$ cat config.mk
export PLATFORM = sky130hd
export DESIGN_NAME = fir_out_normalizer
export DESIGN_NICKNAME = d
export VERILOG_FILES = /design/src/rtl/fir_pkg.sv /design/src/rtl/fir_seq_div.sv /design/src/rtl/fir_out_normalizer.sv
export SDC_FILE = /design/constraint.sdc
export NUM_CORES = 1
export LEC_CHECK = 0
export CORE_MARGIN = 2
export CORE_UTILIZATION = 50
export DETAILED_ROUTE_END_ITERATION = 12
export PLACE_DENSITY = 0.7
export SLEW_MARGIN = 25
export SYNTH_ARGS = -nofsm -noshare
export SYNTH_HDL_FRONTEND = slang
export SYNTH_SLANG_ARGS = --single-unit
$ cat constraint.sdc
create_clock -name clk -period 2.5 [get_ports clk]
set_clock_uncertainty 0.15 [all_clocks]
set_input_delay 0.25 -clock clk [delete_from_list [all_inputs] [get_ports clk]]
set_output_delay 0.25 -clock clk [all_outputs]
set_load 0.01 [all_outputs]
$ cat src/rtl/fir_pkg.sv
// Shared constants and types for the FIR output path.
// Coefficients, datapath widths and normalizer FSM encoding.
package fir_pkg;

  localparam int NW = 17;
  localparam int QW = 17;

  localparam logic [4:0][7:0] COEFS = {
    8'd2, 8'd4, 8'd8, 8'd4, 8'd2
  };
  localparam int COEF_SUM = 20;

  typedef enum logic [1:0] {
    S_IDLE,
    S_DIV,
    S_HOLD
  } norm_state_t;

  function automatic logic [7:0] sat8(
    input logic [QW-1:0] q
  );
    return (q > QW'(255)) ? 8'hff : q[7:0];
  endfunction

endpackage

$ cat src/rtl/fir_seq_div.sv
// Restoring divider, one quotient bit per cycle, MSB first.
// done is asserted in the cycle of the final step with quotient valid.
module fir_seq_div
  import fir_pkg::*;
(
  input  logic          clk,
  input  logic          reset,
  input  logic          start,
  input  logic [NW-1:0] num,
  input  logic [7:0]    divisor,
  output logic          busy,
  output logic          done,
  output logic [QW-1:0] quotient
);

  logic [NW-1:0] n_q;
  logic [7:0]    r_q;
  logic [QW-1:0] q_q;
  logic [4:0]    step_q;
  logic          busy_q;

  logic [8:0]    rem_sh;
  logic [8:0]    rem_nx;
  logic          ge;
  logic [QW-1:0] quo_nx;

  always_comb begin
    rem_sh = {r_q, n_q[NW-1]};
    ge     = rem_sh >= {1'b0, divisor};
    rem_nx = ge ? (rem_sh - {1'b0, divisor}) : rem_sh;
    quo_nx = {q_q[QW-2:0], ge};
  end

  assign busy     = busy_q;
  assign done     = busy_q && (step_q == 5'd16);
  assign quotient = quo_nx;

  always_ff @(posedge clk) begin
    if (reset) begin
      n_q    <= '0;
      r_q    <= '0;
      q_q    <= '0;
      step_q <= '0;
      busy_q <= 1'b0;
    end else if (start) begin
      n_q    <= num;
      r_q    <= '0;
      q_q    <= '0;
      step_q <= '0;
      busy_q <= 1'b1;
    end else if (busy_q) begin
      n_q    <= n_q << 1;
      r_q    <= rem_nx[7:0];
      q_q    <= quo_nx;
      step_q <= step_q + 5'd1;
      if (step_q == 5'd16)
        busy_q <= 1'b0;
    end
  end

endmodule

$ cat src/rtl/fir_out_normalizer.sv
// Decimates filter output, divides by coefficient sum with rounding,
// saturates to 8 bits and presents it through a valid/ready register.
module fir_out_normalizer
  import fir_pkg::*;
#(
  parameter int DECIM = 32,
  parameter int GAIN  = 20
) (
  input  logic        clk,
  input  logic        reset,
  input  logic [15:0] y_in,
  input  logic        y_valid,
  output logic [7:0]  dout,
  output logic        dout_valid,
  input  logic        dout_ready,
  output logic        overrun
);

  localparam logic [7:0]    DLAST = 8'(DECIM - 1);
  localparam logic [7:0]    GDIV  = 8'(GAIN);
  localparam logic [NW-1:0] HALF  = NW'(GAIN / 2);

  norm_state_t state, nstate;

  logic [7:0]    dcnt;
  logic          keep;
  logic          free;
  logic [7:0]    hold_q;

  logic          div_start;
  logic          div_busy;
  logic          div_done;
  logic [QW-1:0] div_q;
  logic [NW-1:0] num;

  logic          wr;
  logic [7:0]    wr_data;
  logic          hold_ld;
  logic          drop;

  assign keep = y_valid && (dcnt == 8'd0);
  assign free = !dout_valid || dout_ready;
  assign num  = {1'b0, y_in} + HALF;

  always_ff @(posedge clk) begin
    if (reset)
      dcnt <= '0;
    else if (y_valid)
      dcnt <= (dcnt == DLAST) ? 8'd0 : dcnt + 8'd1;
  end

  fir_seq_div u_div (
    .clk      (clk),
    .reset    (reset),
    .start    (div_start),
    .num      (num),
    .divisor  (GDIV),
    .busy     (div_busy),
    .done     (div_done),
    .quotient (div_q)
  );

  always_ff @(posedge clk) begin
    if (reset)
      state <= S_IDLE;
    else
      state <= nstate;
  end

  always_comb begin
    nstate = state;
    unique case (state)
      S_IDLE: if (keep) nstate = S_DIV;
      S_DIV: begin
        if (div_done)
          nstate = free ? S_IDLE : S_HOLD;
        else if (!div_busy)
          nstate = S_IDLE;
      end
      S_HOLD: if (free) nstate = S_IDLE;
      default: nstate = S_IDLE;
    endcase
  end

  always_comb begin
    div_start = 1'b0;
    wr        = 1'b0;
    wr_data   = hold_q;
    hold_ld   = 1'b0;
    drop      = 1'b0;
    unique case (state)
      S_IDLE: div_start = keep;
      S_DIV: begin
        drop = keep;
        if (div_done) begin
          wr_data = sat8(div_q);
          wr      = free;
          hold_ld = !free;
        end
      end
      S_HOLD: begin
        drop = keep;
        wr   = free;
      end
      default: ;
    endcase
  end

  always_ff @(posedge clk) begin
    if (reset) begin
      dout       <= '0;
      dout_valid <= 1'b0;
      overrun    <= 1'b0;
      hold_q     <= '0;
    end else begin
      if (wr) begin
        dout       <= wr_data;
        dout_valid <= 1'b1;
      end else if (dout_valid && dout_ready) begin
        dout_valid <= 1'b0;
      end
      if (hold_ld)
        hold_q <= sat8(div_q);
      if (drop)
        overrun <= 1'b1;
    end
  end

endmodule

==> flow_summary_export.csv <==
group,metric,value,unit
cts,tritoncts,"yes",
synthesis,synth-edff-count,0,
cts,clock-sinks,75,
timing,grt_setup_unrepaired,"no",
synthesis,synth_seq_cells,75,
cts,cts-root-buf,"clkbuf_8",
timing,period_needed,2.07,ns
cts,cts_hold_buffers,0,
drt,wire_per_inst,12.9,um
setup_path,worstPathMaxFanout,8,
synthesis,yosysWarningCount,0,
drt,remaining_drc_errors,0,
cts,cts_buffers,9,
cts,clock_latency,0.35,ns
synthesis,synth.distinct_cells,48,
flow_run,cap_violations,0,
setup_path,endpoint_kind,"register",
synthesis,avgSynthCellArea,8.97,sq um
timing,final_hold_viol_count,0,
grt,grtUsageTotal,0.186,
placed_design,detailed_place_hpwl,4640,um
floorplan,initial_utilization,0.520,
cts,clockBufferDepth,2,
cts,post_cts_resized,0,
setup_path,r2r_start,"u_div.step_q[0]$_SDFFE_PP0P_",
drt,routed_wl,6760,um
setup_path,reg2reg_slack,0.43,ns
synthesis,synth_nets,428,
worst_hold_path,worstHoldPathCells,3,
run_status,outcome,"finished clean",
pwr,power.leakage,0.00162,uW
cells_and_area,drive_above_1_share,0.0862,
cts,path_clk_slew,0.09,ns
timing,fmax,0.483,GHz
drt,ant_nets,0,
pwr,ir_drop,0.334,mV
drt,top_layer_used,"met4",
synthesis,async_reset_ff_frac,0,
drt,via_per_inst,5.32,
timing,slew_violations,0,
drt,drt_first_pass_iters,4,
floorplan,core_area,6870,sq um
setup_path,crit_arrival,2.21,ns
floorplan,rows,30,
timing,setup_tns,0,ns
timing,period_share,0.828,
grt,antenna_found_initial,0,
timing,slew_headroom,0.599,
synthesis,yosys_most_used_dff,"dfxtp_1",
worst_hold_path,min_to,"u_div.n_q[0]$_SDFFE_PP0P_",
pwr,p_per_area,671,nW/um^2
drt,wl_met1,3380,um
drt,wl_met3,281,um
timing,worst_pin_slew,0.599,ns
setup_path,critical_path_class,"register to register",
synthesis,syn_inst,398,
synthesis,syn_area,3570,sq um
setup_path,crit_required,2.64,ns
worst_hold_path,holdCritStartpoint,"y_in[0]",
grt,grt_pass1_vias,2525,
setup_path,r2r_cells,7,
placed_design,port_buffers,29,
grt,grt_pass1_wl,11400,um
floorplan,die_h,88.5,um
floorplan,io_pins,30,
timing,setup_violations,0,
cells_and_area,layout.nets,454,
worst_hold_path,hp-class,"primary input to register",
drt,vias,2794,
floorplan,die-area,7830,sq um
cts,htree_levels,3,
synthesis,seq_area_frac_synth,0.420,
cells_and_area,fill_cells,608,
floorplan,floorplan.die.width,88.5,um
pwr,power,2810,uW
cells_and_area,num_antenna_cells,0,
grt,grt_max_degree,30,
cells_and_area,syn2layout_area_growth,17.3,%
setup_path,start_kind,"register",
setup_path,r2r-end,"dout[6]$_SDFFE_PP0P_",
drt,wl_met2,2990,um
grt,overflow,0,
cts,post_cts_buffers,0,
drt,drtIter0Drc,100,
placed_design,gp_congestion,0.824,
==> layout by cell type, fill, tap and decap left out, types with 7 or more instances in the layout <==
cell and count:
a211oi_1 21, a21o_1 8, a21oi_1 10, buf_4 8
clkbuf_8 9, clkdlybuf4s50_1 29, dfxtp_1 74, ha_1 10
inv_1 12, mux2i_1 34, nand2_1 26, nand4_1 8
nor2_1 79, nor3_1 10, o2bb2ai_1 7, xnor2_1 10
xor2_1 15
==> metal layers <==
metal,vias to the layer above,GRT usage
met1,1287,0.255
li1,1440,-
met2,58,0.277
met3,9,0.0420
met5,-,0
met4,0,0.0895
==> registers in the layout (all words and copies together), names as in the netlist <==
register,flops
dout,8
u_div.r_q,8
hold_q,8
u_div.busy,1
overrun,1
u_div.step_q,5
dcnt,8
state,2
u_div.q_q,16
dout_valid,1
u_div.n_q,17
==> area by class of cell <==
cell class	instances	area [sq um]	area share
clock buffers	9	124	0.0296
clock inverters	7	124	0.0296
inverters	12	45.0	0.0107
multi-input cells	289	1920	0.459
flip-flops and latches	75	1500	0.359
well taps	96	120	0.0287
repair buffers	37	350	0.0836
==> synthesized netlist by cell type, types with 2 or more instances <==
| cell type | n | area, sq um |
|---|---|---|
| a211oi_1 | 21 | 158 |
| a21o_1 | 8 | 60.1 |
| a21oi_1 | 10 | 50.1 |
| a311oi_1 | 3 | 26.3 |
| a311oi_2 | 2 | 30.0 |
| a31oi_1 | 3 | 18.8 |
| and3_1 | 3 | 18.8 |
| buf_1 | 3 | 11.3 |
| buf_2 | 8 | 40.0 |
| clkbuf_1 | 10 | 37.5 |
| dfxtp_1 | 75 | 1500 |
| ha_1 | 10 | 125 |
| inv_1 | 12 | 45.0 |
| mux2i_1 | 34 | 340 |
| nand2_1 | 26 | 97.6 |
| nand2b_1 | 3 | 18.8 |
| nand3_1 | 4 | 20.0 |
| nand3b_1 | 3 | 22.5 |
| nand4_1 | 8 | 50.1 |
| nor2_1 | 79 | 297 |
| nor2b_1 | 3 | 18.8 |
| nor3_1 | 10 | 50.1 |
| nor4_1 | 3 | 18.8 |
| o21ai_0 | 3 | 15.0 |
| o2bb2ai_1 | 7 | 61.3 |
| or3_1 | 2 | 12.5 |
| xnor2_1 | 10 | 87.6 |
| xor2_1 | 15 | 131 |
==> per-stage QoR <==
stage	cell area [sq um]	hold slack [ns]	setup slack, ns	std cells	utilization
after floorplan	3570	0.200	0.686	398	-
after global placement	3940	0.302	0.391	509	0.574
after detailed placement	3940	0.295	0.347	509	0.574
after CTS	4190	0.295	0.405	525	0.610
after global routing	4190	0.307	0.260	525	0.610
final	4190	0.305	0.430	525	0.610
==> report_power, final <==
group	switching, uW	internal [uW]
Combinational	202	173
Sequential	49.0	1250
Clock	465	673
Total	716	2100
==> critical path, stage by stage, from the launching register on <==
cell and delay [ns]:
dfxtp_1 0.39, inv_1 0.07, ha_1 0.20, nand4bb_1 0.17, nor2_1 0.08, or2_2 0.29, a31oi_2 0.46, a32o_1 0.20
==> cell families after synthesis <==
kind of cell	after synthesis	synth area share
fa+ha+maj	10	0.0350
buf+inv	34	0.0406
compound gates	63	0.135
mux	35	0.0985
simple gates	156	0.209
xor+xnor	25	0.0613
flops	75	0.420
==> worst max path at each step <==
stage	startpoint	to	slack [ns]	cells past startpoint
after floorplan	u_div.r_q[2]$_SDFFE_PP0P_	u_div.r_q[6]$_SDFFE_PP0P_	0.69	6
after global placement	y_in[4]	u_div.n_q[15]$_SDFFE_PP0P_	0.39	6
after detailed placement	y_in[4]	u_div.n_q[10]$_SDFFE_PP0P_	0.35	6
after CTS	u_div.step_q[0]$_SDFFE_PP0P_	dout[6]$_SDFFE_PP0P_	0.40	7
after global routing	u_div.step_q[0]$_SDFFE_PP0P_	dout[6]$_SDFFE_PP0P_	0.26	7
final	u_div.step_q[0]$_SDFFE_PP0P_	dout[6]$_SDFFE_PP0P_	0.43	7
Note: power is estimated with default switching activity, not from simulation.
